--- config.mk ---
export PLATFORM = sky130hd
export DESIGN_NAME = return_address_stack
export DESIGN_NICKNAME = d
export VERILOG_FILES = /design/src/rtl/return_address_stack_pkg.sv /design/src/rtl/ras_storage.sv /design/src/rtl/return_address_stack.sv
export SDC_FILE = /design/constraint.sdc
export NUM_CORES = 1
export LEC_CHECK = 0
export ABC_AREA = 1
export CORE_MARGIN = 4
export CORE_UTILIZATION = 45
export CTS_CLUSTER_DIAMETER = 50
export DETAILED_ROUTE_END_ITERATION = 7
export SKIP_CTS_REPAIR_TIMING = 1
export SLEW_MARGIN = 15
export SYNTH_ARGS = -nofsm -noshare
export SYNTH_HDL_FRONTEND = slang
export SYNTH_SLANG_ARGS = --single-unit
--- constraint.sdc ---
create_clock -name Clk -period 2.4 [get_ports Clk]
set_clock_uncertainty 0.05 [all_clocks]
set_input_delay 0.24 -clock Clk [delete_from_list [all_inputs] [get_ports Clk]]
set_output_delay 0.24 -clock Clk [all_outputs]
set_load 0.005 [all_outputs]
--- src/rtl/return_address_stack_pkg.sv ---
// Shared processor constants: PC width and return-address-stack geometry,
// plus the stack operation decode used by the control logic.
package return_address_stack_pkg;

  localparam int PC_W      = 6;
  localparam int RAS_AW    = PC_W;
  localparam int RAS_DEPTH = 8;
  localparam int RAS_PTR_W = $clog2(RAS_DEPTH);

  typedef enum logic [1:0] {
    RAS_IDLE,
    RAS_PUSH,
    RAS_POP,
    RAS_REPLACE
  } ras_op_e;

  // A CALL and RET in the same cycle swap the top entry, but only when there
  // is a top entry; on an empty stack it degrades to a plain push.
  function automatic ras_op_e ras_decode(input logic push, input logic pop,
                                         input logic empty);
    if (push && pop && !empty) return RAS_REPLACE;
    if (push)                  return RAS_PUSH;
    if (pop)                   return RAS_POP;
    return RAS_IDLE;
  endfunction

endpackage

--- src/rtl/ras_storage.sv ---
// DEPTH x AW register file for the return address stack: one synchronous
// write port and two asynchronous read ports.
module ras_storage
  import return_address_stack_pkg::*;
#(
  parameter int AW    = RAS_AW,
  parameter int DEPTH = RAS_DEPTH
) (
  input  logic                     Clk,
  input  logic                     WrEn,
  input  logic [$clog2(DEPTH)-1:0] WrPtr,
  input  logic [AW-1:0]            WrData,
  input  logic [$clog2(DEPTH)-1:0] RdPtrA,
  output logic [AW-1:0]            RdDataA,
  input  logic [$clog2(DEPTH)-1:0] RdPtrB,
  output logic [AW-1:0]            RdDataB
);

  logic [AW-1:0] mem [DEPTH];

  // NOTE: storage has no reset; the control logic never exposes an entry
  // that has not been written since reset, so clearing it buys nothing.
  // NOTE: sequential state uses non-blocking assignments so every register
  // samples pre-edge values regardless of process ordering.
  always_ff @(posedge Clk) begin
    if (WrEn) mem[WrPtr] <= WrData;
  end

  assign RdDataA = mem[RdPtrA];
  assign RdDataB = mem[RdPtrB];

endmodule

--- src/rtl/return_address_stack.sv ---
// Return address stack: circular buffer of return PCs with registered top,
// occupancy count and sticky overflow/underflow flags.
module return_address_stack
  import return_address_stack_pkg::*;
#(
  parameter int AW    = RAS_AW,
  parameter int DEPTH = RAS_DEPTH
) (
  input  logic                   Clk,
  input  logic                   Reset_n,
  input  logic                   Push,
  input  logic [AW-1:0]          PushAddr,
  input  logic                   Pop,
  input  logic                   ClrErr,
  output logic [AW-1:0]          TopAddr,
  output logic                   Empty,
  output logic                   Full,
  output logic [$clog2(DEPTH):0] Count,
  output logic                   Overflow,
  output logic                   Underflow
);

  localparam int            PW       = $clog2(DEPTH);
  localparam logic [PW:0]   FULL_CNT = (PW+1)'(DEPTH);
  localparam logic [PW:0]   TWO_CNT  = (PW+1)'(2);

  logic [PW-1:0] wptr, wptr_nxt, ptr_m1, ptr_m2, wr_ptr;
  logic [PW:0]   count_q, count_nxt;
  logic [AW-1:0] top_nxt, rd_m1, rd_m2;
  logic          wr_en, set_ovf, set_unf, ovf_nxt, unf_nxt;
  ras_op_e       op;

  assign ptr_m1 = wptr - PW'(1);
  assign ptr_m2 = wptr - PW'(2);

  assign Count = count_q;
  assign Empty = (count_q == '0);
  assign Full  = (count_q == FULL_CNT);

  ras_storage #(.AW(AW), .DEPTH(DEPTH)) u_storage (
    .Clk     (Clk),
    .WrEn    (wr_en),
    .WrPtr   (wr_ptr),
    .WrData  (PushAddr),
    .RdPtrA  (ptr_m1),
    .RdDataA (rd_m1),
    .RdPtrB  (ptr_m2),
    .RdDataB (rd_m2)
  );

  // NOTE: every signal written here gets a default first, so no path can
  // leave one unassigned and infer a latch.
  always_comb begin
    op        = ras_decode(Push, Pop, Empty);
    wptr_nxt  = wptr;
    count_nxt = count_q;
    top_nxt   = Empty ? '0 : rd_m1;
    wr_en     = 1'b0;
    wr_ptr    = wptr;
    set_ovf   = 1'b0;
    set_unf   = 1'b0;

    unique case (op)
      RAS_PUSH: begin
        wr_en    = 1'b1;
        wptr_nxt = wptr + PW'(1);
        top_nxt  = PushAddr;
        set_unf  = Pop;
        // When full the oldest entry is overwritten and the count saturates.
        if (Full) set_ovf   = 1'b1;
        else      count_nxt = count_q + (PW+1)'(1);
      end
      RAS_REPLACE: begin
        wr_en   = 1'b1;
        wr_ptr  = ptr_m1;
        top_nxt = PushAddr;
      end
      RAS_POP: begin
        if (Empty) begin
          set_unf = 1'b1;
        end else begin
          wptr_nxt  = ptr_m1;
          count_nxt = count_q - (PW+1)'(1);
          top_nxt   = (count_q >= TWO_CNT) ? rd_m2 : '0;
        end
      end
      default: ;
    endcase

    // A new error in the clearing cycle keeps the flag set.
    ovf_nxt = set_ovf | (Overflow  & ~ClrErr);
    unf_nxt = set_unf | (Underflow & ~ClrErr);
  end

  always_ff @(posedge Clk or negedge Reset_n) begin
    if (!Reset_n) begin
      wptr      <= '0;
      count_q   <= '0;
      TopAddr   <= '0;
      Overflow  <= 1'b0;
      Underflow <= 1'b0;
    end else begin
      wptr      <= wptr_nxt;
      count_q   <= count_nxt;
      TopAddr   <= top_nxt;
      Overflow  <= ovf_nxt;
      Underflow <= unf_nxt;
    end
  end

endmodule

==> impl_results.md <==
* CP Class: flop to flop
* Worst-Margin Slew at 765 ps
* Post-synthesis sequential element count at 63
* IO Port Bufs at 24
* Combinational Power Share at 0.513
* Reg power frac at 0.307
* RSZ-0062 raised after global routing: no
* Min-delay worst type: input port to async pin
* R2R Setup Slk at 390 ps
* Synth Instances at 405
* Syn Nets at 421
* Final Cycle Share at 0.836
* Critical-path cell list: inv_2 > ha_1 > xor2_4 > inv_4 > o21ai_2 > nand2_1 > nor2_1 > buf_4
* Inserted Diodes at 0
* CP max FO at 9
* Row count at 31
* Largest net degree at the start of global routing at 70
* Share of post-route cells with drive strength above 1 at 0.111
* Clock share of power at 0.181
* Crit path DAT at 2020 ps
* Reg2reg end: u_storage.mem[7][0]
* Synthesized area at 3420 um^2
* Pre-antenna DRT Iters at 4
* Gr usage total at 0.206
* Die Y at 95.2 um
* First-pass GRT wire length at 13.5 mm
* Startpoint types: flop
* Status: completed
* Final cell count without fillers at 542
* Slew Viols, Final at 0
* Avg WL per Cell at 16.0 um
* Placeable Area at 7330 um^2
* RePlAce Congestion at 0.931
* DP Area at 3800 um^2
* Root Driver: clkbuf_8
* Synth cell types at 33
* Clock-pin slew on the worst setup and hold paths at 80 ps
* Max frequency at 499 MHz
* WL final at 8.65 mm
* Synth top area share at 0.422
* Die area at 9060 um^2
* Max-slew headroom at 0.489
* Clk_lat worst skew at 350 ps
* Cell Pwr Density at 1310 nW/um^2
* Fin area at 4010 um^2
* CTS tree: done
* Final setup TNS at 0 ps
* Sequential share of the synthesized area at 0.531
* Hold Vio Cnt, Final at 0
* Pleak at 1.73 nW
* Crit path launch: wptr[1]
* Area growth syn-to-layout at 17.2%
* Post-Place Cells at 526
* DP Wirelength at 6.25 mm
* # IOs at 25
* Internal power at 0.00290 W
* Clock buffer depth at 2
* VDD IR-drop max at 0.000529 V
* Final net count at 454
* Async SR Flop Fraction at 0.238
* Critical Path End: u_storage.mem[7][0]
* H-tree depth at 3
* Vias in the first global route at 2521
* Worst path slowest cell: dfrtp_1
* CTS Buf Count at 9
* Clk sinks at 63
* NetSw at 0.00233 W
* DRC at 0
* GRT overflow at 0
* EDFF count, synth at 48
* WP data required at 2410 ps
* Final min period at 2010 ps
* Die Span X at 95.2 um
* CP Capture Type: flop
* Initial Util at 0.466
* Max-cap viol count at 0
* Yosys warnings at 0
* DRT antenna net count at 0
* Routed vias/inst at 5.07
* Top_reg_cell synth: edfxtp_1
* CP max stage delay at 390 ps
* Reg2Reg Depth at 8
* Switching share of power at 0.446
* Initial antenna violation count at 0
* R2R Path Start: wptr[1]
* Mean post-synth cell area at 8.44 um^2
* Synth top area cells: edfxtp_1, nand2_1, dfrtp_1
* Iteration-0 DRC Markers at 200
* Via Count at 2749
* Setup violators final at 0
* Area leader, netlist: edfxtp_1
==> how the worst min path moves through the flow <==
stage / end / slack [ps] / cells past startpoint
after CTS: TopAddr[3] / 290 / 1
after floorplan: Count[0] / -110 / 0
after global routing: TopAddr[4] / 330 / 1
after detailed placement: Overflow / 470 / 2
final: TopAddr[3] / 290 / 1
after global placement: Overflow / 460 / 2
==> synthesized netlist by cell type, drive strengths merged (3+ instances only) <==
cell	n
nor2	58
xor2	5
ha	4
nand3	42
nand2	131
inv	35
edfxtp	48
dfrtp	15
buf	17
a21oi	13
o21ai	23
nand4	3
==> routing by layer <==
metal | track usage | part of all wire
met1 | 0.286 | 0.47
met2 | 0.314 | 0.45
met3 | 0.0387 | 0.061
met4 | 0.0901 | 0.020
met5 | 0 | 0
==> stage by stage <==
step,util,total power (W),worst slack [ps],hold slack [ps]
final,0.547,0.00523,394,289
after global routing,0.547,0.00562,263,328
after CTS,0.547,0.00524,375,292
after detailed placement,0.519,0.00429,121,466
after global placement,0.519,0.00427,192,461
after floorplan,-,0.00339,180,-106
==> worst max-delay path, delay by kind of cell, from the launching register on <==
family	cells	cell delay, ps
AO/OA/AOI/OAI	1	160
XOR/XNOR	1	220
adder cells (fa/ha/maj)	1	270
buffers and inverters	3	430
flip-flops	1	390
AND/OR/NAND/NOR	2	200
==> power by group through the flow <==
| stage | clock network (W) | registers [W] | logic, W |
|---|---|---|---|
| 3_5_place_dp | 0 | 0.00163 | 0.00266 |
| 3_3_place_gp | 0 | 0.00163 | 0.00264 |
| 5_1_grt | 0.00102 | 0.00163 | 0.00297 |
| 2_1_floorplan | 0 | 0.00157 | 0.00182 |
| 4_1_cts | 0.000968 | 0.00160 | 0.00267 |
| 6_report | 0.000945 | 0.00160 | 0.00268 |
==> kinds of logic after synthesis <==
logic type / synth area share
AOI/OAI and AO/OA: 0.0629
xor gates and xnor gates: 0.0183
adders and majority gates: 0.0205
buffers and inverters: 0.0695
DFF: 0.531
and+or+nand+nor: 0.297
==> registers in the layout, indices dropped and copies added, names as in the netlist <==
signal	count
u_storage.mem	48
TopAddr	6
Count	4
wptr	3
Overflow	1
Underflow	1
==> cell usage in the layout, fill, tap and decap left out, types with 2 or more instances in the layout <==
cell / synthesis / routed
nor2_1: 54 / 54
o22ai_1: 2 / 2
nand4_1: 3 / 3
nor2_2: 3 / 3
inv_2: 3 / 3
a21oi_1: 12 / 12
xor2_1: 4 / 4
inv_1: 31 / 31
clkdlybuf4s50_1: 0 / 24
o211ai_1: 2 / 2
clkbuf_8: 0 / 9
and3_1: 2 / 2
nand2_4: 2 / 2
edfxtp_1: 48 / 48
buf_4: 1 / 16
nand3_1: 41 / 41
dfrtp_1: 15 / 14
nand2_1: 128 / 128
inv_6: 0 / 2
o21ai_1: 2 / 2
ha_1: 4 / 4
clkinv_4: 0 / 3
o21ai_0: 20 / 20
==> layout make-up <==
type,instances,area (um^2)
fill,696,3320
sequential,63,1820
multi-input combinational,289,1370
timing repair buffer,40,360
inverter,35,134
clock buffer,9,124
tap,99,124
clock inverter,7,81.3
(Power assumes the default switching activity.)
